<file path="config.mk">
export PLATFORM = sky130hd
export DESIGN_NAME = mole_scheduler
export DESIGN_NICKNAME = d
export VERILOG_FILES = /design/src/rtl/mole_pkg.sv /design/src/rtl/mole_scheduler_tick_timer.sv /design/src/rtl/mole_scheduler.sv
export SDC_FILE = /design/constraint.sdc
export NUM_CORES = 1
export LEC_CHECK = 0
export CAP_MARGIN = 20
export CORE_MARGIN = 4
export CORE_UTILIZATION = 52
export DETAILED_ROUTE_END_ITERATION = 10
export GPL_TIMING_DRIVEN = 0
export PLACE_DENSITY = 0.91
export SKIP_CTS_REPAIR_TIMING = 1
export SLEW_MARGIN = 20
export SYNTH_ARGS = -nofsm -noshare
export SYNTH_HDL_FRONTEND = slang
export SYNTH_SLANG_ARGS = --single-unit
</file>
<file path="constraint.sdc">
create_clock -name clk -period 2.65 [get_ports clk]
set_input_delay 0.265 -clock clk [delete_from_list [all_inputs] [get_ports clk]]
set_output_delay 0.265 -clock clk [all_outputs]
set_load 0.05 [all_outputs]
</file>
<file path="src/rtl/mole_pkg.sv">
// mole_pkg: shared types and helpers for the whack-a-mole sequencer.
//   mole_state_t : game FSM state (7 states, 3-bit encoding)
//   ENC_*        : raw state encodings, also visible on the debug port
//   clog2()      : hole-index width for a given hole count (minimum 1)
package mole_pkg;

    localparam logic [2:0] ENC_IDLE = 3'd0;
    localparam logic [2:0] ENC_SEED = 3'd1;
    localparam logic [2:0] ENC_GAP  = 3'd2;
    localparam logic [2:0] ENC_UP   = 3'd3;
    localparam logic [2:0] ENC_HIT  = 3'd4;
    localparam logic [2:0] ENC_MISS = 3'd5;
    localparam logic [2:0] ENC_OVER = 3'd6;

    typedef enum logic [2:0] {
        IDLE = ENC_IDLE,
        SEED = ENC_SEED,
        GAP  = ENC_GAP,
        UP   = ENC_UP,
        HIT  = ENC_HIT,
        MISS = ENC_MISS,
        OVER = ENC_OVER
    } mole_state_t;

    function automatic int clog2(input int n);
        int w;
        w = 1;
        while ((1 << w) < n) w = w + 1;
        return w;
    endfunction

endpackage

</file>
<file path="src/rtl/mole_scheduler_tick_timer.sv">
// tick_timer: game-tick prescaler plus a loadable down-counter of ticks.
//   clk, restart_n : clock, asynchronous active-low reset
//   load           : restart prescaler and load load_val ticks
//   load_val[4:0]  : number of ticks to count
//   done           : one-cycle pulse in the last clock cycle of the final tick,
//                    so a state change on that edge lasts exactly
//                    load_val * TICK_DIV cycles after the load edge
module tick_timer #(
    parameter int TICK_DIV = 50000
) (
    input  logic       clk,
    input  logic       restart_n,
    input  logic       load,
    input  logic [4:0] load_val,
    output logic       done
);

    localparam int PW = (TICK_DIV > 1) ? $clog2(TICK_DIV) : 1;

    logic [PW-1:0] presc;
    logic [4:0]    count;
    logic          tick;

    assign tick = (presc == PW'(TICK_DIV - 1));
    assign done = tick && (count == 5'd1);

    always_ff @(posedge clk or negedge restart_n) begin
        if (!restart_n) begin
            presc <= '0;
            count <= '0;
        end else if (load) begin
            presc <= '0;
            count <= load_val;
        end else begin
            presc <= tick ? '0 : presc + PW'(1);
            if (tick && count != 5'd0) begin
                count <= count - 5'd1;
            end
        end
    end

endmodule

</file>
<file path="src/rtl/mole_scheduler.sv">
// mole_scheduler: whack-a-mole game sequencer.
//   clk, restart_n : clock, asynchronous active-low reset
//   start          : one-cycle pulse, begins a game from IDLE or OVER
//   rand_sel[7:0]  : LFSR value, sampled on GAP->UP to pick the hole
//   rand_gap[9:0]  : LFSR value, low nibble sampled on GAP entry
//   hit[N_HOLES]   : debounced one-cycle hit pulses
//   rng_restart    : one-cycle pulse to reseed the LFSRs (during SEED)
//   mole           : one-hot active mole or zero
//   score, misses  : per-game counters (score saturates)
//   game_over      : high while in OVER
//   dbg_state      : current FSM state
// All outputs are registered; the registers are written from the next state
// so they line up with the state they describe.
module mole_scheduler
    import mole_pkg::*;
#(
    parameter int N_HOLES    = 8,
    parameter int TICK_DIV   = 50000,
    parameter int GAP_BASE   = 8,
    parameter int UP_BASE    = 16,
    parameter int MAX_MISSES = 5,
    parameter int SCORE_W    = 8
) (
    input  logic               clk,
    input  logic               restart_n,
    input  logic               start,
    input  logic [7:0]         rand_sel,
    input  logic [9:0]         rand_gap,
    input  logic [N_HOLES-1:0] hit,
    output logic               rng_restart,
    output logic [N_HOLES-1:0] mole,
    output logic [SCORE_W-1:0] score,
    output logic [3:0]         misses,
    output logic               game_over,
    output mole_state_t        dbg_state
);

    localparam int HW      = clog2(N_HOLES);
    localparam int HALF_UP = UP_BASE / 2;

    mole_state_t       state, nstate;
    logic [HW-1:0]     prev_hole;
    logic [HW-1:0]     raw_hole, sel_hole;
    logic [SCORE_W-1:0] score_q4;
    logic [4:0]        gap_ticks, up_ticks, load_val;
    logic              load, timer_done;
    logic              unused_rand;

    assign dbg_state   = state;
    assign unused_rand = ^{rand_gap[9:4], rand_sel[7:HW]};

    // Hole pick: low bits of rand_sel, bumped by one if it repeats the last
    // hole. N_HOLES is a power of two, so the HW-bit add wraps correctly.
    assign raw_hole = rand_sel[HW-1:0];
    assign sel_hole = (raw_hole == prev_hole) ? raw_hole + HW'(1) : raw_hole;

    // Up time shrinks by one tick per 4 points, floored at UP_BASE/2.
    assign score_q4  = score >> 2;
    assign up_ticks  = (32'(score_q4) >= HALF_UP) ? 5'(HALF_UP)
                                                  : 5'(UP_BASE - int'(score_q4));
    assign gap_ticks = 5'(GAP_BASE) + {1'b0, rand_gap[3:0]};

    tick_timer #(
        .TICK_DIV (TICK_DIV)
    ) u_timer (
        .clk       (clk),
        .restart_n (restart_n),
        .load      (load),
        .load_val  (load_val),
        .done      (timer_done)
    );

    always_comb begin
        nstate   = state;
        load     = 1'b0;
        load_val = gap_ticks;
        case (state)
            IDLE:    if (start) nstate = SEED;
            SEED:    nstate = GAP;
            GAP:     if (timer_done) nstate = UP;
            // prev_hole already holds the active hole; a hit beats expiry.
            UP: begin
                if (hit[prev_hole])   nstate = HIT;
                else if (timer_done)  nstate = MISS;
            end
            HIT:     nstate = GAP;
            // misses was incremented on the UP->MISS edge.
            MISS:    nstate = (misses == 4'(MAX_MISSES)) ? OVER : GAP;
            OVER:    if (start) nstate = SEED;
            default: nstate = IDLE;
        endcase
        // GAP and UP never overlap, so one timer serves both.
        if (nstate == GAP && state != GAP) begin
            load     = 1'b1;
            load_val = gap_ticks;
        end
        if (nstate == UP && state != UP) begin
            load     = 1'b1;
            load_val = up_ticks;
        end
    end

    always_ff @(posedge clk or negedge restart_n) begin
        if (!restart_n) begin
            state       <= IDLE;
            prev_hole   <= '0;
            mole        <= '0;
            score       <= '0;
            misses      <= '0;
            rng_restart <= 1'b0;
            game_over   <= 1'b0;
        end else begin
            state       <= nstate;
            rng_restart <= (nstate == SEED);
            game_over   <= (nstate == OVER);

            if (state == GAP && nstate == UP) begin
                prev_hole <= sel_hole;
                mole      <= N_HOLES'(1) << sel_hole;
            end else if (nstate != UP) begin
                mole <= '0;
            end

            if (nstate == SEED) begin
                score <= '0;
            end else if (state == UP && nstate == HIT && score != '1) begin
                score <= score + SCORE_W'(1);
            end

            if (nstate == SEED) begin
                misses <= '0;
            end else if (state == UP && nstate == MISS) begin
                misses <= misses + 4'd1;
            end
        end
    end

endmodule

</file>
==> summary.md, run 1 <==
| Metric | Value |
|---|---|
| # H-tree levels | 2 |
| Worst relative slew slack | 0.603 |
| Drt pass-1 iters | 4 |
| Vias per inst | 5.43 |
| CP required | 2.84 ns |
| Post-synth EDFFs | 0 |
| Final Skew | 0.0140 ns |
| Post-Syn Area | 2730 um^2 |
| Root Buffer | clkbuf_8 |
| Routed wire per std cell | 14.6 um |
| Final min period | 2.40 ns |
| Row count | 26 |
| Core Box Area | 5110 um^2 |
| Sw Share | 0.212 |
| TritonCTS clock tree | yes |
| FF-to-FF path depth | 7 |
| Final hold violations | 0 |
| Max cap viols | 0 |
| Top cells by area, synth | dfrtp_1, xor2_1, nor2_1 |
| WP data arrival | 2.59 ns |
| Largest net degree at the start of global routing | 34 |
| Async SR Flop Fraction | 1.00 |
| First-pass GRT wire length | 9.79 mm |
| Final worst path period share | 0.907 |
| Int Pwr | 1.07 mW |
| Fin cells | 390 |
| Die width | 80.5 um |
| Crit path max fanout | 8 |
| Total gr overflow | 0 |
| Total number of vias | 2,117 |
| Cells after Synth | 269 |
| Sequential share of power | 0.557 |
| Setup CP Type | reg -> reg |
| Cts bufs inserted | 5 |
| # diodes | 0 |
| I/O pins | 54 |
| Status | completed |
| Die area | 6480 um^2 |
| Placed wire-length estimate | 4.24 mm |
| Fillcell total | 409 |
| Ys Warns | 0 |
| Placed cell count | 382 |
| Syn_nets | 308 |
| CTS max path bufs | 2 |
| Worst setup EP type | register |
| Total power draw | 1.36 mW |
| Top-area cell type share of the netlist area | 0.449 |
| Maximum vdd drop | 0.000288 V |
| Initial antenna violation count | 0 |
| Starting Density | 0.535 |
| Yosys reg bits | 49 |
| Drc violations | 0 |
| Synth cell types | 54 |
| Fin Setup TNS | 0 ns |
| Final setup viols | 0 |
| Die height | 80.5 um |
| Area leader, netlist | dfrtp_1 |
| Final Max Tran Viols | 0 |
| Hold Crit Class | in -> async |
| Register area share after synthesis | 0.449 |
| Routed Antenna Nets | 0 |
| Combinational power share | 0.066 |
| Syn_area_per_cell | 10.2 um^2 |
| Net Sw Power | 288 uW |
| RSZ-0062 raised after global routing | false |
| Clock-pin slew on the worst setup and hold paths | 0.10 ns |
| I/O Buffers | 42 |
| Layout cells sized above 1 | 0.100 |
| Nets | 359 |
| Clock tree sinks | 49 |
| Global placement routability congestion | 0.803 |
| Pwr/cell area | 403 nW/um^2 |
| Area delta synth->final | 23.3% |
| Vias in the first global route | 2,158 |
| Clock power frac | 0.378 |
| FMAX | 0.416 GHz |
| Iter 0 DRT Violations | 82 |
| GRT Total Usage | 0.195 |
| CP Launch Type | register |
| Worst-Margin Slew | 0.590 ns |
| Predominant post-synthesis flop cell | dfrtp_1 |
| LEAKAGE | 1.56 nW |
| Final WL | 5.70 mm |
| Skew-Pair Late Insertion Delay | 0.30 ns |
state kept, by name, indices dropped and copies added (netlist names):
name / count
dbg_state: 3
game_over: 1
misses: 4
mole: 8
prev_hole: 3
rng_restart: 1
score: 8
u_timer.count: 5
u_timer.presc: 16
through the flow:
step | util | setup slack, ns | area [um^2] | hold WS [ns]
after global routing | 0.660 | 0.0672 | 3370 | 0.442
after floorplan | - | 0.262 | 2730 | -0.0306
after global placement | 0.635 | -0.0237 | 3240 | 0.437
after CTS | 0.658 | 0.252 | 3360 | -0.113
final | 0.660 | 0.247 | 3370 | 0.419
after detailed placement | 0.638 | 0.170 | 3260 | 0.213
layer usage:
layer | vias to the layer above | global-route usage | wire length, um
li1 | 1040 | - | -
met1 | 1027 | 0.236 | 2500
met2 | 44 | 0.342 | 2940
met3 | 6 | 0.0392 | 196
met4 | 0 | 0.0676 | 64
met5 | - | 0 | 0
power by group through the flow:
stage	logic, mW	registers [mW]	clock network (mW)
after floorplan	0.0352	0.771	0
after global placement	0.0823	0.771	0
after detailed placement	0.0884	0.772	0
after CTS	0.0889	0.757	0.525
after global routing	0.0996	0.758	0.555
final	0.0890	0.757	0.513
area by class of cell:
type,instances,area [um^2],area share
plain buffers,9,67.6,0.0200
clock buffers,5,68.8,0.0204
clock inverters,2,35.0,0.0104
inverters,12,45.0,0.0134
multi-input cells,199,1400,0.414
flip-flops and latches,49,1230,0.364
well taps,70,87.6,0.0260
repair buffers,44,445,0.132
synth_stat cells (2+ instances only):
| cell type | count |
|---|---|
| nand2_1 | 20 |
| nor3b_1 | 2 |
| a22oi_1 | 2 |
| a31oi_1 | 3 |
| clkbuf_1 | 2 |
| nor2_1 | 34 |
| xor2_1 | 19 |
| nand3_1 | 12 |
| a21oi_1 | 7 |
| nor2b_1 | 5 |
| and4bb_2 | 2 |
| mux2i_1 | 11 |
| buf_6 | 2 |
| nor3_1 | 6 |
| a22o_1 | 8 |
| ha_1 | 10 |
| o21ai_0 | 8 |
| dfrtp_1 | 49 |
| nand4_1 | 5 |
| buf_2 | 3 |
| and2_1 | 2 |
| and3_2 | 2 |
| xnor2_1 | 11 |
| or3_1 | 3 |
| inv_1 | 11 |
| and3_1 | 2 |
path summary, 6_finish.rpt:
path	start	slack, ns	endpoint
worst min-delay path	restart_n	0.42	mole[6]
max in group asynchronous	restart_n	1.73	misses[0]
min in group clk	u_timer.presc[0]	0.46	u_timer.presc[0]
worst max register to register	score[0]	0.25	score[7]
worst min register to register	u_timer.presc[0]	0.46	u_timer.presc[0]
worst max-delay path	score[0]	0.25	score[7]
cell usage in the layout, fill, tap and decap left out, types with 2 or more instances in the layout:
cell type and instances:
nor2_1 34, inv_1 11, nor2b_1 5, nor3_1 6, a22oi_1 2, and3_1 2, buf_6 2, and2_1 2
xnor2_1 11, clkbuf_1 2, nand3_1 12, nand4_1 5, clkbuf_8 5, a21oi_1 7, a22o_1 8, dfrtp_1 49
nor3b_1 2, nand2_1 20, and3_2 2, o21ai_0 8, or3_1 3, clkdlybuf4s50_1 41, buf_2 4, ha_1 10
xor2_1 19, mux2i_1 11, and4bb_2 2, a31oi_1 3
worst max-delay path, stage by stage, from the launching register on:
cell and delay [ns]:
dfrtp_1 0.43, ha_1 0.25, and4_1 0.23, a311oi_1 0.43
nand3_1 0.34, nor4_1 0.41, xnor2_1 0.16, nor2_1 0.05
cell families after synthesis:
| kind of cell | share of synthesized area |
|---|---|
| mux | 0.0499 |
| simple gates | 0.214 |
| fa+ha+maj | 0.0458 |
| compound gates | 0.105 |
| buf+inv | 0.0412 |
| xor+xnor | 0.0961 |
| flops | 0.449 |
(Power assumes the default switching activity.)
==> run 2: changes to the inputs <==
Settings changed: REMOVE_ABC_BUFFERS from default to 1, SLEW_MARGIN 20 to 30.
==> run 2 against run 1 <==
Net effect: the flow now finishes with violations (hold timing); critical path depth shrank 2; design area down 2.8%; count of clock-buffer cells in the layout up 2; routed wire length is 3.7% lower; clock power fell by 13%; first-iteration DRC count shrank 23%; maximum frequency shrank 1.5%; sequential share of layout area is 1.0 points higher; largest power group unchanged.
==> summary.md, run 2 (synthesis gave the netlist of run 1 again) <==
| Metric | Value |
|---|---|
| Worst-Margin Slew | 0.950 ns |
| Die height | 80.5 um |
| Routed wire per std cell | 14.5 um |
| Fillcell total | 412 |
| Hold Crit Class | in -> async |
| Final min period | 2.44 ns |
| Commonest non-fill, non-tap cell in the layout | dfrtp_1 |
| Starting Density | 0.535 |
| Final hold violations | 49 |
| DR top layer | met4 |
| Met2 wire len | 2.70 mm |
| Violated checks | hold timing |
| Fin cells | 379 |
| CTS max path bufs | 2 |
| Total number of vias | 2,021 |
| LEAKAGE | 1.50 nW |
| Drt pass-1 iters | 6 |
| FF-to-FF setup slack | 0.21 ns |
| Clock-pin slew on the worst setup and hold paths | 0.08 ns |
| Multi-input gate area | 1410 um^2 |
| Max FFs per register | 16 |
| Clock tree sinks | 49 |
| Setup CP Type | reg -> reg |
| Skew-Pair Late Insertion Delay | 0.30 ns |
| Crit path largest cell delay | 0.59 ns |
| GRT Total Usage | 0.187 |
| # diodes | 0 |
| Initial antenna violation count | 0 |
| Root Buffer | clkbuf_8 |
| Total gr overflow | 0 |
| Register Area | 1230 um^2 |
| Largest regs | u_timer.presc: 16 flops, mole: 8 flops, score: 8 flops |
| Global placement routability congestion | 0.808 |
| Die width | 80.5 um |
| Core Box Area | 5110 um^2 |
| Final worst path period share | 0.921 |
| Min Hold Slack | -0.0374 ns |
| Layout cells sized above 1 | 0.0809 |
| I/O Buffers | 42 |
| Placed wire-length estimate | 4.05 mm |
| Pwr/cell area | 392 nW/um^2 |
| Final Skew | 0.00644 ns |
| I/O pins | 54 |
| Largest net degree at the start of global routing | 50 |
| Worst relative slew slack | 0.367 |
| Worst setup EP type | register |
| Vias in the first global route | 2,121 |
| Most frequent cells in the layout | dfrtp_1, clkdlybuf4s50_1, nor2_1 |
| CP Launch Type | register |
| RSZ-0062 raised after global routing | false |
| Die area | 6480 um^2 |
| Iter 0 DRT Violations | 63 |
| CP required | 2.89 ns |
| Row count | 26 |
| Cts bufs inserted | 5 |
| CP max stage cell | nor2b_1 |
| Nets | 348 |
| Area delta synth->final | 19.9% |
| Maximum vdd drop | 0.000227 V |
| Fin Setup TNS | 0 ns |
| Placed cell count | 372 |
| Max cap viols | 0 |
| # H-tree levels | 2 |
| Routed Antenna Nets | 0 |
| Met3 wire len | 232 um |
| Drc violations | 0 |
| TritonCTS clock tree | yes |
| Met1 WL | 2.52 mm |
| Crit path max fanout | 8 |
| Vias per inst | 5.33 |
| First-pass GRT wire length | 9.50 mm |
| CP Cell Sequence | mux2_4 -> a2bb2oi_1 -> a211oi_1 -> nor2b_1 -> a22o_1 |
| WP data arrival | 2.68 ns |
| FMAX | 0.410 GHz |
| Final Max Tran Viols | 0 |
| Final setup viols | 0 |
| Top reg by flops | u_timer.presc |
| Status | finished, violations left |
| Final WL | 5.49 mm |
==> run 2: per-layer routing <==
metal  up-vias  track usage
li1       1017            -
met1       961        0.241
met2        39        0.312
met3         4       0.0426
met4         0       0.0541
met5         -            0
==> run 2: metrics by stage <==
step	utilization	setup WS (ns)	hold slack [ns]	total power, mW	instance area (um^2)
3_5_place_dp	0.621	0.111	0.317	0.858	3170
2_1_floorplan	-	0.244	-0.0306	0.806	2670
5_1_grt	0.642	0.0683	-0.00296	1.34	3280
6_report	0.642	0.210	-0.0374	1.29	3280
4_1_cts	0.638	0.0924	-0.0127	1.29	3260
3_3_place_gp	0.622	0.0233	0.435	0.853	3170
==> run 2: area by class of cell <==
class,instances,area share
Inverter,12,0.0137
Clock buffer,7,0.0263
Multi-Input combinational cell,199,0.431
Timing Repair Buffer,42,0.128
Sequential cell,49,0.374
Tap cell,70,0.0267
==> run 2: path summary, 6_finish.rpt <==
check | from | endpoint | cells after the start
hold / removal | restart_n | mole[7] | 1
hold reg to reg | u_timer.presc[0] | u_timer.presc[0] | 1
min in group clk | u_timer.presc[0] | u_timer.presc[0] | 1
setup reg to reg | prev_hole[0] | mole[2] | 5
setup / recovery | prev_hole[0] | mole[2] | 5
max in group asynchronous | restart_n | score[5] | 1
==> run 2: worst max-delay path, delay by kind of cell (launching register included) <==
kind,cells,cell delay (ns)
AO/OA/AOI/OAI,3,0.96
multiplexers,1,0.33
AND/OR/NAND/NOR,1,0.59
flip-flops,1,0.50
==> run 2: power breakdown <==
part	total (mW)	switching (mW)	internal, mW
Sequential	0.757	0.00511	0.752
Clock	0.444	0.236	0.207
Combinational	0.0856	0.0441	0.0415
